--- src/rtl/alu_arbiter.sv ---
// Round-robin arbiter and sequencer that shares one combinational ALU between two requesters.
// It accepts one op at a time, screens illegal opcodes and returns a registered result to the winner.
module alu_arbiter #(
    parameter int unsigned W  = 32,
    parameter int unsigned CW = 16
) (
    input  logic          clk,
    input  logic          rst,
    input  logic [1:0]    req_valid,
    output logic [1:0]    req_ready,
    input  logic [W-1:0]  req_a0,
    input  logic [W-1:0]  req_b0,
    input  logic [W-1:0]  req_a1,
    input  logic [W-1:0]  req_b1,
    input  logic [3:0]    req_sel0,
    input  logic [3:0]    req_sel1,
    output logic [1:0]    resp_valid,
    input  logic [1:0]    resp_ready,
    output logic [W-1:0]  resp_res,
    output logic          resp_zf,
    output logic          resp_err,
    output logic [W-1:0]  alu_a,
    output logic [W-1:0]  alu_b,
    output logic [3:0]    alu_sel,
    input  logic [W-1:0]  alu_res,
    input  logic          alu_zf,
    output logic [CW-1:0] done_cnt0,
    output logic [CW-1:0] done_cnt1
);

    localparam logic [1:0] S_IDLE = 2'd0;
    localparam logic [1:0] S_EXEC = 2'd1;
    localparam logic [1:0] S_RESP = 2'd2;

    localparam logic [3:0] SEL_ZERO = 4'b1101;
    localparam logic [3:0] SEL_DIV  = 4'b1000;

    logic [1:0]    state_q, state_d;
    logic          rr_q, rr_d;
    logic          port_q, port_d;
    logic [W-1:0]  a_q, a_d;
    logic [W-1:0]  b_q, b_d;
    logic [3:0]    sel_q, sel_d;
    logic [W-1:0]  res_q, res_d;
    logic          zf_q, zf_d;
    logic          err_q, err_d;
    logic [CW-1:0] cnt0_q, cnt0_d;
    logic [CW-1:0] cnt1_q, cnt1_d;

    logic grant;
    logic illegal;

    // Single valid port wins outright; a tie goes to the round-robin pointer.
    assign grant = (req_valid == 2'b11) ? rr_q : req_valid[1];

    always_comb begin
        req_ready = 2'b00;
        if (state_q == S_IDLE && req_valid != 2'b00) begin
            req_ready = grant ? 2'b10 : 2'b01;
        end
    end

    assign illegal = (sel_q == 4'b0011) || (sel_q == 4'b1100) || (sel_q == 4'b1111) ||
                     ((sel_q == SEL_DIV) && (b_q == '0));

    always_comb begin
        state_d = state_q;
        rr_d    = rr_q;
        port_d  = port_q;
        a_d     = a_q;
        b_d     = b_q;
        sel_d   = sel_q;
        res_d   = res_q;
        zf_d    = zf_q;
        err_d   = err_q;
        cnt0_d  = cnt0_q;
        cnt1_d  = cnt1_q;
        case (state_q)
            S_IDLE: begin
                if ((req_valid & req_ready) != 2'b00) begin
                    port_d  = grant;
                    rr_d    = ~grant;
                    a_d     = grant ? req_a1 : req_a0;
                    b_d     = grant ? req_b1 : req_b0;
                    sel_d   = grant ? req_sel1 : req_sel0;
                    state_d = S_EXEC;
                end
            end
            S_EXEC: begin
                res_d   = illegal ? '0 : alu_res;
                zf_d    = illegal ? 1'b0 : alu_zf;
                err_d   = illegal;
                state_d = S_RESP;
            end
            S_RESP: begin
                if (resp_ready[port_q]) begin
                    if (port_q) cnt1_d = cnt1_q + CW'(1);
                    else        cnt0_d = cnt0_q + CW'(1);
                    state_d = S_IDLE;
                end
            end
            default: state_d = S_IDLE;
        endcase
    end

    always_ff @(posedge clk) begin
        if (rst) begin
            state_q <= S_IDLE;
            rr_q    <= 1'b0;
            port_q  <= 1'b0;
            a_q     <= '0;
            b_q     <= '0;
            sel_q   <= 4'b0000;
            res_q   <= '0;
            zf_q    <= 1'b0;
            err_q   <= 1'b0;
            cnt0_q  <= '0;
            cnt1_q  <= '0;
        end else begin
            state_q <= state_d;
            rr_q    <= rr_d;
            port_q  <= port_d;
            a_q     <= a_d;
            b_q     <= b_d;
            sel_q   <= sel_d;
            res_q   <= res_d;
            zf_q    <= zf_d;
            err_q   <= err_d;
            cnt0_q  <= cnt0_d;
            cnt1_q  <= cnt1_d;
        end
    end

    // ALU sees the held operands only while executing; otherwise a quiet constant-zero op.
    assign alu_a   = (state_q == S_EXEC) ? a_q : '0;
    assign alu_b   = (state_q == S_EXEC) ? b_q : '0;
    assign alu_sel = (state_q == S_EXEC) ? sel_q : SEL_ZERO;

    assign resp_valid = (state_q == S_RESP) ? (port_q ? 2'b10 : 2'b01) : 2'b00;
    assign resp_res   = res_q;
    assign resp_zf    = zf_q;
    assign resp_err   = err_q;
    assign done_cnt0  = cnt0_q;
    assign done_cnt1  = cnt1_q;

endmodule

--- config.mk ---
export PLATFORM = sky130hd
export DESIGN_NAME = alu_arbiter
export DESIGN_NICKNAME = d
export VERILOG_FILES = /design/src/rtl/alu_arbiter.sv
export SDC_FILE = /design/constraint.sdc
export NUM_CORES = 1
export LEC_CHECK = 0
export BUFFER_PORTS_ARGS = -buffer_cell sky130_fd_sc_hd__buf_4
export CAP_MARGIN = 5
export CORE_AREA = 2 2 120 122
export CTS_CLUSTER_SIZE = 10
export DETAILED_ROUTE_END_ITERATION = 6
export DIE_AREA = 0 0 122 124
export PLACE_DENSITY = 0.78
export REMOVE_ABC_BUFFERS = 1
export SLEW_MARGIN = 0
export SYNTH_ARGS = -nofsm -noshare
export SYNTH_HDL_FRONTEND = slang
export SYNTH_SLANG_ARGS = --single-unit
--- constraint.sdc ---
create_clock -name clk -period 3.8 [get_ports clk]
set_input_delay 0.76 -clock clk [delete_from_list [all_inputs] [get_ports clk]]
set_output_delay 0.76 -clock clk [all_outputs]
set_load 0.05 [all_outputs]
==> impl_metrics.toml, run 1 <==
[status]
status = "finished, violations left"
violations = "design-rule violations"

[timing]
worst_pin_slew_ns = 0.685
setup_violations = 0
tns_ns = 0
clock_skew_ns = 0.0106
finalWorstSetupSlack_ns = 1.04
clock.fmax_mhz = 362
hold_viol = 0
rsz0062_at_grt = "no"
finalMaxSlewViolations = 0
layout_min_cycle_time_ns = 2.76
period_share_pct = 72.7
slew_headroom_pct = 54.3

[detailed_routing]
first_pass_iters = 7
drt_iter0_drc = 627
drt-wirelength-per-cell_um = 17.3
drc = 2
vias = 6481
via_per_inst = 5.53
ant_nets = 0
totalWireLength_um = 20300

[logic_synthesis]
mappedNetlistArea_um2 = 6100
ys_seq_area_share_pct = 45.3
ys_warn_count = 0
synth_commonest_cells = "dfxtp_1, nor2_1, nand3_1"
avgSynthCellArea_um2 = 8.71
synthCells = 701
ys_ff_latch = 138
netlist-cell-type-count = 44
yosys.area.top_type = "dfxtp_1"
synth.most_common_cell = "dfxtp_1"
synthTopCellsByArea = "dfxtp_1, a222oi_1, and2_1, nand3_1, nor2_1"
ys_async_sr_fraction_pct = 0
synthFlopType = "dfxtp_1"
synth_top_area_share_pct = 45.3
synth-edff-count = 0

[power]
ir_worst_vdd_v = 0.000311
combPwrFrac_pct = 20.1
pwr_density_cell_nw_per_um2 = 466
seqPwrFrac_pct = 38.2
switching_share_pct = 28.5
p_leak_nw = 4.03
p_sw_w = 0.00122
intPower_w = 0.00306
power.share.clock_pct = 41.7

[cts]
clk_path_buf_depth = 2
cts_root_buf = "clkbuf_16"
clkSinkCount = 138
post_cts_buffers = 0
clock_latency_ns = 0.42
cts_hold_buf = 0
h-tree-depth = 4
ctsResizeCount = 0
clkTransAtPathRegs_ns = 0.06
tritoncts = "done"
cts_inserted_buffers = 17

[global_routing]
grt_pass1_vias = 5947
grt_pass1_wl_um = 30900
antenna_found_initial = 0
track_usage_pct = 26.1
grt-ovfl-total = 0
grt_max_degree = 67

[layout]
fin_nets = 1156
final_util_pct = 67.0
fillCellCount = 1162
n_antenna_cell = 0
drive_gt1_share_pct = 37.3
multi_input_area_um2 = 3100
area_growth_syn_to_layout_pct = 50.6
seqCellArea_um2 = 2760

[worst_setup_path]
cp-startpoint = "state_q[0]"
crit_type = "flip-flop to primary output"
cp.buffers_inverters = 2
crit_chain = "nor2b_4 -> buf_4 -> and2_1 -> buf_4"
worstSetupStartpointType = "flip-flop"
r2r_slack_ns = 1.54
cpMostUsedCell = "buf_4"
r2r_cells = 4
crit_path_end_kind = "primary output"
rr_startpoint = "state_q[1]"
crit_slowest_cell = "dfxtp_1"
cp_num_cells = 4
cp_max_fo = 45
cp_top_family = "buffers and inverters"
crit_path_end = "alu_b[26]"
critPathRequiredTime_ns = 3.04
r2r-end = "done_cnt0[15]"
crit_path_max_incr_delay_ns = 0.54
crit_arrival_ns = 2.00

[min_path]
min_from = "resp_res[12]"
hold_path.class = "flip-flop to flip-flop"

[run]
cap_violations = 0

[floorplanning]
die_h_um = 124
io-pin-count = 313
die_x_um = 122
start_util_pct = 44.5
rows = 43
die_area_um2 = 15100
core_um2 = 13700

[place]
io_buffers = 312
pre_cts_slack_ns = 1.35
gp_congestion = 0.843
dpl.hpwl_um = 14200
==> power by group through the flow <==
stage	combinational (W)	clock [W]	sequential, W
after detailed placement	0.000862	0	0.00166
after global routing	0.000925	0.00187	0.00165
after global placement	0.000855	0	0.00166
after CTS	0.000864	0.00181	0.00163
after floorplan	0.000415	0	0.00173
final	0.000862	0.00179	0.00163
==> area by class of cell <==
| type | instances | share of cell area, % |
|---|---|---|
| multi-input cells | 491 | 33.7 |
| flip-flops and latches | 138 | 30.0 |
| repair buffers | 324 | 26.5 |
| clock buffers | 21 | 5.23 |
| well taps | 180 | 2.45 |
| clock inverters | 11 | 1.80 |
| inverters | 7 | 0.286 |
==> flip-flops by register name, summed over array words and instances (netlist names) <==
name       cells
b_q           32
done_cnt0     16
resp_err       1
resp_res      32
sel_q          4
state_q        2
a_q           32
rr_q           1
port_q         1
done_cnt1     16
resp_zf        1
==> per-stage QoR <==
stage | cells | area (um2) | total power (W) | hold slack (ns)
after floorplan | 636 | 5840 | 0.00214 | 0.456
after global placement | 1140 | 8550 | 0.00252 | 0.455
after detailed placement | 1140 | 8550 | 0.00253 | 0.465
after CTS | 1172 | 9200 | 0.00431 | 0.474
after global routing | 1172 | 9200 | 0.00445 | 0.500
final | 1172 | 9200 | 0.00428 | 0.473
==> logic make-up after synthesis <==
kind of cell / count (synthesis) / share of synthesized area (%)
adder cells (fa/ha/maj): 2 / 0.410
AO/OA/AOI/OAI: 139 / 16.8
multiplexers: 18 / 2.95
AND/OR/NAND/NOR: 314 / 27.1
XOR/XNOR: 18 / 2.58
flip-flops: 138 / 45.3
buffers and inverters: 72 / 4.82
==> how the worst min path moves through the flow <==
stage	endpoint	slack, ns	cells past startpoint
CTS	resp_res[30]	0.47	2
floorplan	a_q[0]	0.46	2
global placement	resp_res[31]	0.45	2
finish	resp_res[12]	0.47	2
global route	resp_res[4]	0.50	2
detailed placement	resp_res[31]	0.46	2
==> cells in the final DEF, fill, tap and decap left out, types with 8 or more instances in the layout <==
master	instances
or3_1	9
buf_4	324
nand2_1	14
nand3_1	76
a222oi_1	51
a211oi_1	17
o21ai_0	41
xnor2_1	11
nor4_1	10
nand4_1	9
a21oi_1	18
and2_1	66
dfxtp_1	138
mux2i_1	18
or4_1	8
clkbuf_16	17
nor2_1	92
==> routing by layer <==
metal	part of all wire [%]	GRT usage, %
met1	40	31.8
met3	8.9	7.37
met5	0	0
met2	49	43.6
met4	2.7	10.8
==> worst reg2reg max path, stage by stage (launching register included) <==
cell,delay [ns]
dfxtp_1,0.64
nand4bb_4,0.21
or4_1,0.66
or4_1,0.54
a21oi_1,0.14
No activity file was read; power rests on OpenSTA's default activity.
==> inputs of run 2 (changes only) <==
Settings changed: CORE_AREA 2 2 120 122 to 2 2 126 128, DIE_AREA 0 0 122 124 to 0 0 128 130, PLACE_DENSITY 0.78 to 0.75.
Clock period 3.8 ns to 2.5 ns, I/O delays scaled along.
==> impl_metrics.toml, run 2 (synthesis results as in run 1) <==
[status]
status = "finished, violations left"
violations = "design-rule violations"

[detailed_routing]
totalWireLength_um = 20400
vias = 6455
via_per_inst = 5.45
ant_nets = 0
drt_iter0_drc = 571
first_pass_iters = 7
drt-wirelength-per-cell_um = 17.2
drc = 5

[cts]
h-tree-depth = 4
clkTransAtPathRegs_ns = 0.06
cts_inserted_buffers = 17
clock_latency_ns = 0.42
clk_path_buf_depth = 2
cts_hold_buf = 0
tritoncts = "done"
clkSinkCount = 138
cts_root_buf = "clkbuf_16"

[place]
io_buffers = 312
pre_cts_slack_ns = 0.277
dpl.cell_count = 1157
gp_congestion = 0.768
dpl.hpwl_um = 14300

[timing]
finalWorstSetupSlack_ns = 0.139
worst_pin_slew_ns = 0.633
clock.fmax_mhz = 424
rsz0062_at_grt = "no"
clock_skew_ns = 0.00876
setup_violations = 0
finalMaxSlewViolations = 0
hold_viol = 0
period_share_pct = 94.4
slew_headroom_pct = 57.8
tns_ns = 0
holdWs_ns = 0.339
layout_min_cycle_time_ns = 2.36

[worst_setup_path]
cp_top_family = "buffers and inverters"
crit_type = "flip-flop to primary output"
crit_slowest_cell = "dfxtp_1"
cp-startpoint = "state_q[1]"
rr_startpoint = "state_q[0]"
r2r-end = "done_cnt0[15]"
cp_num_cells = 5
critPathRequiredTime_ns = 2.00
crit_chain = "buf_4 -> nor2b_4 -> buf_6 -> and2_1 -> buf_4"
crit_arrival_ns = 1.86
r2r_cells = 4
cpMostUsedCell = "buf_4"
r2r_slack_ns = 0.37
worstSetupStartpointType = "flip-flop"
crit_path_max_incr_delay_ns = 0.37
cp_max_fo = 41
cp.buffers_inverters = 3
crit_path_end_kind = "primary output"

[layout]
final_cells = 1184
seqCellArea_um2 = 2760
final_util_pct = 59.8
fillCellCount = 1413
final_common_cell = "buf_4"
n_antenna_cell = 0
area_growth_syn_to_layout_pct = 51.2
multi_input_area_um2 = 3100
fin_nets = 1162
final_cell_mix = "buf_4, dfxtp_1, nor2_1"
drive_gt1_share_pct = 37.2

[min_path]
min_to = "a_q[14]"
min_from = "req_a1[14]"
hold_depth = 3
hold_path.class = "primary input to flip-flop"

[global_routing]
antenna_found_initial = 0
grt_max_degree = 106
grt-ovfl-total = 0
grt_pass1_vias = 5968
grt_pass1_wl_um = 31100
track_usage_pct = 23.7

[floorplanning]
die_x_um = 128
rows = 46
start_util_pct = 39.6
io-pin-count = 313
die_h_um = 130
die_area_um2 = 16600
core_um2 = 15400

[power]
ir_worst_vdd_v = 0.000448
p_leak_nw = 4.04
pwr_density_cell_nw_per_um2 = 688

[run]
cap_violations = 0
-- run 2: changes by cell type in the layout (fill, tap and decap cells not counted), moves of 2 or more --
| cell | previous run | this run |
|---|---|---|
| buf_12 | 0 | 3 |
| buf_4 | 324 | 326 |
| clkbuf_1 | 0 | 2 |
| clkinv_2 | 4 | 0 |
-- run 2: per-layer routing --
metal	GRT usage (%)	routed length (um)	vias up
li1	-	-	3128
met1	27.6	8200	3036
met2	40.8	10100	262
met3	8.08	1700	29
met4	8.21	388	0
met5	0	0	-
-- run 2: worst max-delay path by stage --
stage / end / slack, ns
floorplan: resp_res[0] / -2.41
global placement: done_cnt0[15] / 0.32
detailed placement: done_cnt0[15] / 0.28
CTS: alu_a[13] / 0.06
global route: alu_a[13] / 0.06
finish: alu_a[26] / 0.14
-- run 2: power breakdown --
part	leakage, nW	total [W]	internal [W]	switching [W]
registers	1.13	0.00248	0.00236	0.000113
logic	2.63	0.00135	0.000548	0.000797
clock network	0.283	0.00253	0.00164	0.000887
total	4.04	0.00635	0.00455	0.00180
-- run 2: area by class of cell --
| type | count | area share (%) |
|---|---|---|
| Sequential cell | 138 | 29.9 |
| Timing Repair Buffer | 330 | 27.3 |
| Tap cell | 192 | 2.60 |
| Clock inverter | 3 | 0.976 |
| Inverter | 7 | 0.285 |
| Clock buffer | 23 | 5.29 |
| Multi-Input combinational cell | 491 | 33.6 |
-- run 2: tightest hold or removal path, delay by kind of cell --
kind	cells	cell delay [ns]
buffers and inverters	1	0.08
AO/OA/AOI/OAI	1	0.07
AND/OR/NAND/NOR	1	0.08
-- run 2: timing repair --
action                     4_1_cts  5_1_grt
setup endpoints to repair       14       18
setup buffers                    1        0
pin swaps                        1        0
resized for setup                1        1
hold endpoints to repair         0        0
-- run 2: stage by stage --
stage	instance area, um2	total power, W
3_3_place_gp	8640	0.00384
2_1_floorplan	5840	0.00326
5_1_grt	9230	0.00660
4_1_cts	9230	0.00639
3_5_place_dp	8640	0.00386
6_report	9230	0.00635
==> inputs of run 3 (changes only) <==
Settings changed: CORE_AREA 2 2 126 128 to 2 2 120 122, CTS_CLUSTER_DIAMETER set to 200, DIE_AREA 0 0 128 130 to 0 0 122 124, PLACE_DENSITY 0.75 to 0.78.
Clock period 2.5 ns to 2.45 ns, I/O delays scaled along.
==> impl_metrics.toml, run 3 (synthesis results as in run 1) <==
[floorplanning]
start_util_pct = 44.5
die_area_um2 = 15100
core_um2 = 13700
rows = 43
die_h_um = 124
die_x_um = 122
io-pin-count = 313

[timing]
tns_ns = 0
hold_viol = 0
rsz0062_at_grt = "no"
clock_skew_ns = 0.0147
clock.fmax_mhz = 430
worst_pin_slew_ns = 0.569
period_share_pct = 95.0
setup_violations = 0
finalMaxSlewViolations = 0
slew_headroom_pct = 61.9
layout_min_cycle_time_ns = 2.33

[power]
power_w = 0.00645
p_leak_nw = 4.04
pwr_density_cell_nw_per_um2 = 700
ir_worst_vdd_v = 0.000484

[cts]
clkTransAtPathRegs_ns = 0.06
ctsResizeCount = 0
post_cts_buffers = 0
clock_latency_ns = 0.42
clkSinkCount = 138
cts_inserted_buffers = 17
h-tree-depth = 4
tritoncts = "done"
clk_path_buf_depth = 2
cts_root_buf = "clkbuf_16"
cts_hold_buf = 0

[layout]
final_area_um2 = 9220
fillCellCount = 1206
final_cells = 1179
final_common_cell = "buf_4"
n_antenna_cell = 0
drive_gt1_share_pct = 37.6
area_growth_syn_to_layout_pct = 51.0
final_cell_mix = "buf_4, dfxtp_1, nor2_1"
final_util_pct = 67.2
fin_nets = 1163

[run]
cap_violations = 0

[detailed_routing]
drc = 0
ant_nets = 0
first_pass_iters = 7
totalWireLength_um = 20700
drt-wirelength-per-cell_um = 17.5
via_per_inst = 5.53
vias = 6522
drt_iter0_drc = 644

[worst_setup_path]
worstSetupStartpointType = "flip-flop"
critPathRequiredTime_ns = 1.96
crit_type = "flip-flop to primary output"
crit_path_end_kind = "primary output"
cp_max_fo = 36
crit_arrival_ns = 1.84

[global_routing]
antenna_found_initial = 0
grt-ovfl-total = 0
grt_max_degree = 106
grt_pass1_wl_um = 31500
grt_pass1_vias = 6149
track_usage_pct = 26.6

[place]
gp_congestion = 0.883
dpl_cell_area_um2 = 8630
io_buffers = 312
dpl.cell_count = 1147
dpl.hpwl_um = 14500

[status]
status = "finished, final reports clean"

[min_path]
hold_path.class = "primary input to flip-flop"
-- run 3: metrics by stage --
step | hold slack [ns] | setup WS [ns]
after floorplan | 0.456 | -2.46
after global placement | 0.456 | 0.307
after detailed placement | 0.465 | 0.303
after CTS | 0.310 | 0.101
after global routing | 0.321 | 0.0102
final | 0.328 | 0.123
-- run 3: worst paths after layout --
check	start	end	slack [ns]	cells after the start
worst max-delay path	state_q[0]	alu_a[13]	0.12	5
worst min-delay path	req_b1[28]	b_q[28]	0.33	3
worst max register to register	done_cnt0[3]	done_cnt0[15]	0.44	4
worst min register to register	resp_res[12]	resp_res[12]	0.47	2
-- run 3: area by class of cell --
cell class / instances / area [um2] / share of cell area [%]
timing repair buffer: 331 / 2510 / 27.2
inverter: 7 / 26.3 / 0.285
clock inverter: 11 / 119 / 1.29
clock buffer: 21 / 470 / 5.10
multi-input combinational: 491 / 3100 / 33.7
tap: 180 / 225 / 2.44
sequential: 138 / 2760 / 30.0
-- run 3: power by group --
part	internal, W	switching, W
clock network	0.00157	0.000979
registers	0.00241	0.000111
logic	0.000553	0.000821
-- run 3: layer usage --
metal  track usage (%)  up-vias  share of wire (%)
met2              46.0      313                 50
met3              8.70       31                9.2
met1              30.2     3039                 38
met5                 0        -                  0
met4              11.3        0                2.6
li1                  -     3139                  -
-- run 3: worst max-delay path: stages (launching register included) --
cell and delay [ns]:
dfxtp_1 0.32, buf_4 0.17, nor2b_4 0.17, buf_4 0.33, and2_1 0.20, buf_4 0.20
